### config.mk
export PLATFORM = sky130hd
export DESIGN_NAME = dds_sequencer
export DESIGN_NICKNAME = d
export VERILOG_FILES = /design/src/rtl/dds_sequencer.sv
export SDC_FILE = /design/constraint.sdc
export NUM_CORES = 1
export LEC_CHECK = 0
export CAP_MARGIN = 20
export CORE_UTILIZATION = 30
export DETAILED_ROUTE_END_ITERATION = 10
export GPL_TIMING_DRIVEN = 1
export PLACE_DENSITY = 0.51
export SYNTH_ARGS = -nofsm -noshare
export SYNTH_HDL_FRONTEND = slang
export SYNTH_SLANG_ARGS = --single-unit
### constraint.sdc
create_clock -name clk -period 9.5 [get_ports clk]
set_clock_uncertainty 0.1 [all_clocks]
set_input_delay 1.9 -clock clk [delete_from_list [all_inputs] [get_ports clk]]
set_output_delay 1.9 -clock clk [all_outputs]
set_load 0.01 [all_outputs]
### src/rtl/dds_sequencer.sv
// Note sequencer feeding a DDS: steps through a host-written table of
// {tuning word, duration} entries and drives m/set/en with registered outputs.
module dds_sequencer #(
   parameter int TICK_DIV = 12000,
   parameter int N_STEPS  = 8,
   parameter int AW       = 3
) (
   input  logic          clk,
   input  logic          rst_n,
   input  logic          wr_en,
   input  logic [AW-1:0] wr_addr,
   input  logic [31:0]   wr_word,
   input  logic [15:0]   wr_dur,
   input  logic          start,
   input  logic          stop,
   input  logic          loop,
   output logic [31:0]   m,
   output logic          set,
   output logic          en,
   output logic [AW-1:0] step,
   output logic          busy,
   output logic          done
);

   localparam int PW = $clog2(TICK_DIV);

   typedef enum logic [1:0] {
      IDLE,
      LOAD,
      PLAY
   } state_t;

   state_t state, state_nxt;

   logic [31:0]   word_mem [N_STEPS];
   logic [15:0]   dur_mem  [N_STEPS];

   logic [PW-1:0] prescaler, prescaler_nxt;
   logic [15:0]   remaining, remaining_nxt;
   logic [31:0]   m_nxt;
   logic          set_nxt, en_nxt, busy_nxt, done_nxt;
   logic [AW-1:0] step_nxt;

   logic [AW-1:0] nx_idx, ld_idx;
   logic [31:0]   e0_word, nx_word, ld_word;
   logic [15:0]   e0_dur, nx_dur, ld_dur;
   logic          tick, wrap;
   logic          do_load, sel0, do_finish, do_abort;

   // Table storage is deliberately not reset; the host fills it before start.
   always_ff @(posedge clk) begin
      if (wr_en) begin
         word_mem[wr_addr] <= wr_word;
         dur_mem[wr_addr]  <= wr_dur;
      end
   end

   // A write landing on the same edge as a load must be seen by that load.
   assign nx_idx  = step + 1'b1;
   assign e0_word = (wr_en && wr_addr == '0)     ? wr_word : word_mem[0];
   assign e0_dur  = (wr_en && wr_addr == '0)     ? wr_dur  : dur_mem[0];
   assign nx_word = (wr_en && wr_addr == nx_idx) ? wr_word : word_mem[nx_idx];
   assign nx_dur  = (wr_en && wr_addr == nx_idx) ? wr_dur  : dur_mem[nx_idx];

   assign ld_idx  = sel0 ? '0      : nx_idx;
   assign ld_word = sel0 ? e0_word : nx_word;
   assign ld_dur  = sel0 ? e0_dur  : nx_dur;

   assign tick = (state == PLAY) && (prescaler == PW'(TICK_DIV - 1));
   assign wrap = (step == AW'(N_STEPS - 1));

   always_ff @(posedge clk or negedge rst_n) begin
      if (!rst_n) begin
         state <= IDLE;
      end else begin
         state <= state_nxt;
      end
   end

   always_comb begin
      state_nxt = state;
      do_load   = 1'b0;
      sel0      = 1'b0;
      do_finish = 1'b0;
      do_abort  = 1'b0;
      case (state)
         IDLE: begin
            if (start && !stop) begin
               state_nxt = LOAD;
            end
         end
         LOAD: begin
            if (stop) begin
               state_nxt = IDLE;
               do_abort  = 1'b1;
            end else if (e0_dur != '0) begin
               state_nxt = PLAY;
               do_load   = 1'b1;
               sel0      = 1'b1;
            end else begin
               state_nxt = IDLE;
               do_finish = 1'b1;
            end
         end
         PLAY: begin
            if (stop) begin
               state_nxt = IDLE;
               do_abort  = 1'b1;
            end else if (tick && remaining == 16'd1) begin
               // The tick that would take remaining to zero hands over to the next entry.
               if (!wrap && nx_dur != '0) begin
                  do_load = 1'b1;
               end else if (loop && e0_dur != '0) begin
                  do_load = 1'b1;
                  sel0    = 1'b1;
               end else begin
                  state_nxt = IDLE;
                  do_finish = 1'b1;
               end
            end
         end
         default: begin
            state_nxt = IDLE;
         end
      endcase
   end

   always_comb begin
      prescaler_nxt = prescaler;
      remaining_nxt = remaining;
      m_nxt         = m;
      set_nxt       = 1'b0;
      en_nxt        = en;
      step_nxt      = step;
      busy_nxt      = busy;
      done_nxt      = 1'b0;
      if (state == PLAY) begin
         if (tick) begin
            prescaler_nxt = '0;
            remaining_nxt = remaining - 16'd1;
         end else begin
            prescaler_nxt = prescaler + 1'b1;
         end
      end
      if (do_load) begin
         m_nxt         = ld_word;
         set_nxt       = 1'b1;
         en_nxt        = (ld_word != '0);
         step_nxt      = ld_idx;
         busy_nxt      = 1'b1;
         prescaler_nxt = '0;
         remaining_nxt = ld_dur;
      end
      if (do_finish || do_abort) begin
         en_nxt        = 1'b0;
         busy_nxt      = 1'b0;
         prescaler_nxt = '0;
         remaining_nxt = '0;
      end
      if (do_finish) begin
         done_nxt = 1'b1;
      end
   end

   always_ff @(posedge clk or negedge rst_n) begin
      if (!rst_n) begin
         prescaler <= '0;
         remaining <= '0;
         m         <= '0;
         set       <= 1'b0;
         en        <= 1'b0;
         step      <= '0;
         busy      <= 1'b0;
         done      <= 1'b0;
      end else begin
         prescaler <= prescaler_nxt;
         remaining <= remaining_nxt;
         m         <= m_nxt;
         set       <= set_nxt;
         en        <= en_nxt;
         step      <= step_nxt;
         busy      <= busy_nxt;
         done      <= done_nxt;
      end
   end

endmodule

==> results.yml <==
flow_run:
  cap_violations: 0
cells_and_area:
  mostFrequentLayoutCells: "384 x edfxtp_1, 94 x mux2i_1, 94 x clkdlybuf4s50_1"
  synthToLayoutAreaGrowth_pct: 17.5
  drive_gt1_frac: 0.182
  finalInstanceArea_um2: 23100
  antennaDiodeCount: 0
  final_common_cell: "edfxtp_1"
  nets: 1367
logic_synthesis:
  async_reset_ff_frac: 0.156
  synth_area_um2: 19700
  ys_seq_elements: 455
  syn_avg_cell_area_um2: 16.4
  synth_fp_nets: 1265
  ys.flop_type: "edfxtp_1"
  synth_cell_type_count: 77
  ys_seq_area_frac: 0.676
  yosysTopAreaCell: "edfxtp_1"
  ys_warn_count: 0
  syn_inst: 1200
  synth_area_leaders: "edfxtp_1 59%, mux4_2 9.7%, dfrtp_1 9.0%"
  synth-edff-count: 384
  synth_top_area_frac: 0.586
die:
  start_util: 0.304
  rows: 93
  die-area_um2: 66600
  die_w_um: 258
  coreArea_um2: 64700
  die_h_um: 258
  pin_count: 96
setup_path:
  endpoint_kind: "flop"
  path_common_cell: "nand3_1"
  cp.arrival_ps: 6110
  cp-start-kind: "primary input"
  crit_chain: "clkdlybuf4s50_1, xor2_1, and4_2, buf_4, nand3_1, a211oi_2, and2_1, o21a_4, nand3_1, a21oi_1"
  crit_slowest_cell: "o21a_4"
  rr_worst_depth: 10
  cp.required_ps: 9880
  cp_max_fo: 88
  cp_slowest_stage_delay_ps: 770
  criticalPathCategory: "in2reg"
hold_path:
  min_path_cells: 2
  hp-class: "reg2reg"
global_route:
  grt.overflow.total: 0
  grt_pass1_vias: 11512
  antenna_found_initial: 2
  grt_max_degree: 89
  grt_pass1_wl_um: 77000
  grt_use_total: 0.155
sta:
  relSlewSlack: 0.327
  finalSetupTns_ps: 0
  finalSetupViolCount: 0
  drv_slew: 0
  rsz0062_at_grt: "false"
  hold-worst-slack_ps: 429
  fin_crit_ps: 5740
  tightestPinTransition_ps: 1010
  fin_crit_sh: 0.604
  finalHoldViolations: 0
  max_freq_ghz: 0.174
cts:
  clock-root-buffer: "clkbuf_16"
  cts_resized: 0
  clock_tree.buffer_depth: 3
  cts_tree: "done"
  clkTransAtPathRegs_ps: 60
  clkSinkCount: 455
  worstSkewPairLatency_ps: 590
  htreeDepth: 2
  postCtsSetupBuffers: 0
  numCtsBuffers: 47
  ctsHoldBuffers: 0
power_and_ir_drop:
  power_density_nw_per_um2: 212
  ir_worst_vdd_mv: 0.120
  power_leakage_nw: 7.38
route:
  drcViolationCount: 0
  wl_per_cell_um: 23.3
  antenna_left: 0
  viasPerCell: 5.09
  drt-initial-drc-count: 761
  vias: 11177
  wirelength_um: 51100
  drtPass1Iterations: 5
place:
  placed_area_um2: 21600
  gp_congestion: 0.920
  place_hpwl_um: 30900
  numPortBuffers: 95
status:
  status: "finished clean"
[flip-flops by register name (all words and copies together) (netlist names)]
register and flops:
remaining 16, state 2, dur_mem 128, done 1, prescaler 14, busy 1, set 1, word_mem 256
step 3, m 32, en 1
[layer usage]
layer	share of wire	track usage	wire (um)
met1	0.46	0.218	23700
met2	0.46	0.242	23500
met3	0.051	0.0293	2590
met4	0.026	0.0487	1310
met5	0.00057	0	29
[cell families (layout without fill, tap and decap cells)]
kind of cell / count (synthesis) / after routing / synth area share
simple gates: 246 / 246 / 0.0636
compound gates: 177 / 177 / 0.0587
buf+inv: 73 / 212 / 0.0189
xor+xnor: 25 / 25 / 0.0115
fa+ha+maj: 8 / 8 / 0.00508
flops: 455 / 455 / 0.676
mux: 216 / 216 / 0.166
[synth_stat cells (all sizes together), types with 2 or more instances]
cell type	count
nand3	10
xnor2	13
ha	8
o211a	3
nor2b	8
a21oi	52
xor2	12
and3	3
clkbuf	19
a22oi	12
o21ai	58
o211ai	6
a211oi	3
dfrtp	71
and2	5
inv	12
nor3b	2
or3	6
mux4	85
nor2	73
a31oi	7
a31o	2
nand4	26
edfxtp	384
nor3	9
mux2	37
and4	2
o31ai	4
nand3b	3
or4	8
mux2i	94
a221oi	8
nand2b	6
a21o	2
nand4b	2
nor4	14
nand2	63
o2bb2ai	6
o21a	4
buf	42
a22o	2
[report_power, final]
part	leakage [nW]	total (mW)	internal (mW)	switching [mW]
clock network	0.745	1.83	1.05	0.780
logic	2.23	0.618	0.281	0.338
registers	4.41	2.46	2.33	0.137
total	7.38	4.91	3.66	1.26
[worst paths after layout]
kind	startpoint	end	slack (ps)
max in group asynchronous	rst_n	step[0]	7050
worst min register to register	m[23]	m[23]	430
min in group asynchronous	rst_n	done	1090
worst max register to register	step[0]	prescaler[9]	4060
worst min-delay path	m[23]	m[23]	430
worst max-delay path	wr_addr[0]	prescaler[9]	3760
[worst max-delay path, delay by kind of cell]
kind	cells	cell delay (ps)
and+or+nand+nor	4	1340
AOI/OAI and AO/OA	3	1420
buffers and inverters	2	1210
xor gates and xnor gates	1	210
[cell type report]
cell class	count	area, um^2
Tap cell	855	1070
Clock buffer	62	1300
Multi-Input combinational cell	672	6090
Clock inverter	24	215
Timing Repair Buffer	114	1090
Inverter	12	47.5
Sequential cell	455	13300
Fill cell	6235	41600
[stage by stage]
stage                     setup slack, ps  power [mW]  instances  utilization
final                                3760        4.91       2194        0.357
after global routing                 3260        5.12       2194        0.357
after CTS                            3690        4.97       2194        0.357
after detailed placement             3090        3.13       2108        0.334
after global placement               3200        3.12       2108        0.334
after floorplan                      3610        2.78       1200            -
Note: power is estimated with default switching activity, not from simulation.
==> RTL edit: new RTL, config.mk and constraints unchanged <==
The parameter `TICK_DIV` goes from 12000 to 3000.
--- a/src/rtl/dds_sequencer.sv
+++ b/src/rtl/dds_sequencer.sv
@@ -2,5 +2,5 @@
 // {tuning word, duration} entries and drives m/set/en with registered outputs.
 module dds_sequencer #(
-   parameter int TICK_DIV = 12000,
+   parameter int TICK_DIV = 3000,
    parameter int N_STEPS  = 8,
    parameter int AW       = 3
Formal check against the unedited RTL: no difference found for any inputs over 4 cycles, from zero or initial values and one cycle with rst_n low; that may be too few to reach the edited logic, so the function may still have changed.
==> RTL edit against the original RTL <==
  * Combinational power rose by 13%
  * Total power rose by 3.4%
  * Die area fell by 0.92%
  * Sequential cell count fell by 2
  * Area after synthesis fell by 0.93%
  * Final area fell by 0.34%
  * Count of clock-buffer cells in the layout rose by 8
  * Sequential power barely moved
  * Critical path depth rose by 4
  * Worst setup slack got worse by 0.44 ns
  * Global-route usage fell by 0.40 points
  * Wire length fell by 2.7%
  * Clock power rose by 5%
==> RTL edit: results (changes against the original RTL) <==
Top Registers -> word_mem (256), dur_mem (128), m (32)
Post-DR vias/cell -> 5.05 (-0.91%)
Unique masters post-synth -> 59 (-23%)
Die ar. -> 66000 sq um (-0.92%)
Outcome -> finished clean
Slowest CP cell -> mux2i_2
Max_slew headroom -> 32.2% (-0.53 points)
Initial DRC count -> 898 (+18%)
Post-synth EDFFs -> 384 (unchanged)
CP max FO -> 51 (-42%)
Leak -> 7.23 nW (-2.1%)
Synth area leaders -> edfxtp_1 59%, mux4_2 10%, dfrtp_1 8.9%
TritonCTS Buffers -> 48 (+2.1%)
Vias in the first global route -> 11600 (+0.96%)
Total wire length -> 49.7 mm (-2.7%)
Post-synthesis mux area share -> 17.1% (+0.43 points)
Synth Area in Adders -> 0.513% (+0.0048 points)
Layout cell share with drive strength beyond 1 -> 18.3% (+0.12 points)
Post-Synth XOR/XNOR Area -> 1.12% (-0.028 points)
Skew-Pair Late Insertion Delay -> 0.59 ns (about the same)
Ys async rst share -> 15.2% (-0.37 points)
CP peak stage delay -> 0.87 ns (+0.10 ns)
Post-synthesis compound-gate area fraction -> 5.10% (-0.77 points)
Total track usage -> 15.1% (-0.40 points)
Share of the yosys chip area belonging to registers -> 68.0% (+0.38 points)
Syn nets -> 1252 (-1.0%)
Top post-synthesis cells by count -> 384 x edfxtp_1, 98 x nor2_1, 89 x mux2i_1
Peak VDD IR -> 0.158 mV (+32%)
HP Class -> reg2reg
Most frequent cell after synthesis -> edfxtp_1
Pre-Repair DR Iteration Count -> 4 (-1)
Largest net degree at the start of global routing -> 79 (-11%)
Worst endpoint data arrival time -> 6.53 ns (+0.42 ns)
Post-CTS setup buffers -> 0 (unchanged)
Post-CTS resize count -> 0 (unchanged)
Initial antenna violation count -> 2 (unchanged)
Routed Antenna Nets -> 0 (unchanged)
Reg clk slew, reported paths -> 0.06 ns (about the same)
Nets -> 1350 (-1.2%)
Clk root buf -> clkbuf_16
Hpwl dp -> 29.6 mm (-4.3%)
RePlAce Congestion -> 0.811 (-12%)
Number of port buffers -> 95 (unchanged)
First-pass GRT wire length -> 75.3 mm (-2.3%)
Max Root-Sink Buffers -> 3 (unchanged)
Fillers -> 6025 (-3.4%)
RTL edit: cell types whose count changed in the layout (fill, tap and decap cells not counted), sizes merged, moves of 6 or more:
cell     delta
a31oi       -7
o2bb2ai     -6
o21ai      -52
nor3        +9
a221oi     +11
clkbuf      +8
nand2b      +9
nand2      -25
nor2       +25
a21oi      +33
a22oi       -9
RTL edit: final timing paths:
path	from	end	slack (ns)	depth (start not counted)
worst min register to register	m[14]$_DFFE_PN0P_	m[14]$_DFFE_PN0P_	0.44	2
worst max-delay path	step[0]$_DFFE_PN0P_	remaining[14]$_DFFE_PN0P_	3.33	14
max in group asynchronous	rst_n	step[0]$_DFFE_PN0P_	7.25	1
min in group asynchronous	rst_n	done$_DFF_PN0_	1.34	1
worst max register to register	step[0]$_DFFE_PN0P_	remaining[14]$_DFFE_PN0P_	3.33	14
worst min-delay path	m[14]$_DFFE_PN0P_	m[14]$_DFFE_PN0P_	0.44	2
RTL edit: where the power goes:
group / internal [mW] / switching (mW) / total (mW)
Sequential: 2.34 / 0.125 / 2.46
Clock: 1.13 / 0.789 / 1.92
Combinational: 0.329 / 0.370 / 0.699
Total: 3.80 / 1.28 / 5.08
RTL edit: layer usage:
layer / vias to the layer above / wire length, um / track usage [%]
li1: 4922 / - / -
met1: 5755 / 23000 / 21.2
met2: 267 / 23500 / 24.0
met3: 71 / 2230 / 2.74
met4: 0 / 1050 / 4.13
met5: - / 0 / 0
RTL edit: stage by stage:
stage / instance area (sq um) / utilization (%) / std cells / setup slack (ns) / total power [mW]
floorplan: 19500 / - / 1187 / 3.61 / 2.85
global placement: 21400 / 33.3 / 2090 / 3.11 / 3.19
detailed placement: 21400 / 33.3 / 2090 / 2.92 / 3.20
CTS: 23000 / 35.8 / 2180 / 3.25 / 5.14
global route: 23000 / 35.8 / 2180 / 2.94 / 5.29
finish: 23000 / 35.8 / 2182 / 3.33 / 5.08
RTL edit: worst max-delay path, delay by kind of cell, from the launching register on:
kind | cells | cell delay (ns)
AO/OA/AOI/OAI | 7 | 1.49
buffers and inverters | 2 | 1.08
adder cells (fa/ha/maj) | 2 | 0.91
AND/OR/NAND/NOR | 2 | 0.88
multiplexers | 1 | 0.87
flip-flops | 1 | 0.70
RTL edit: cell type report:
cell class / count / area (sq um) / area share, %
sequential: 453 / 13300 / 57.5
timing repair buffer: 114 / 1090 / 4.73
inverter: 12 / 47.5 / 0.206
clock buffer: 70 / 1360 / 5.88
antenna: 2 / 5.00 / 0.0217
clock inverter: 20 / 258 / 1.12
tap: 855 / 1070 / 4.64
multi-input combinational: 656 / 5960 / 25.9
RTL edit: kinds of logic (layout without fill, tap and decap cells):
logic type      Yosys count  after routing
flops                   453            453
fa+ha+maj                 8              8
other cells               0              2
buf+inv                  78            216
simple gates            255            255
compound gates          150            150
mux                     218            218
xor+xnor                 25             25
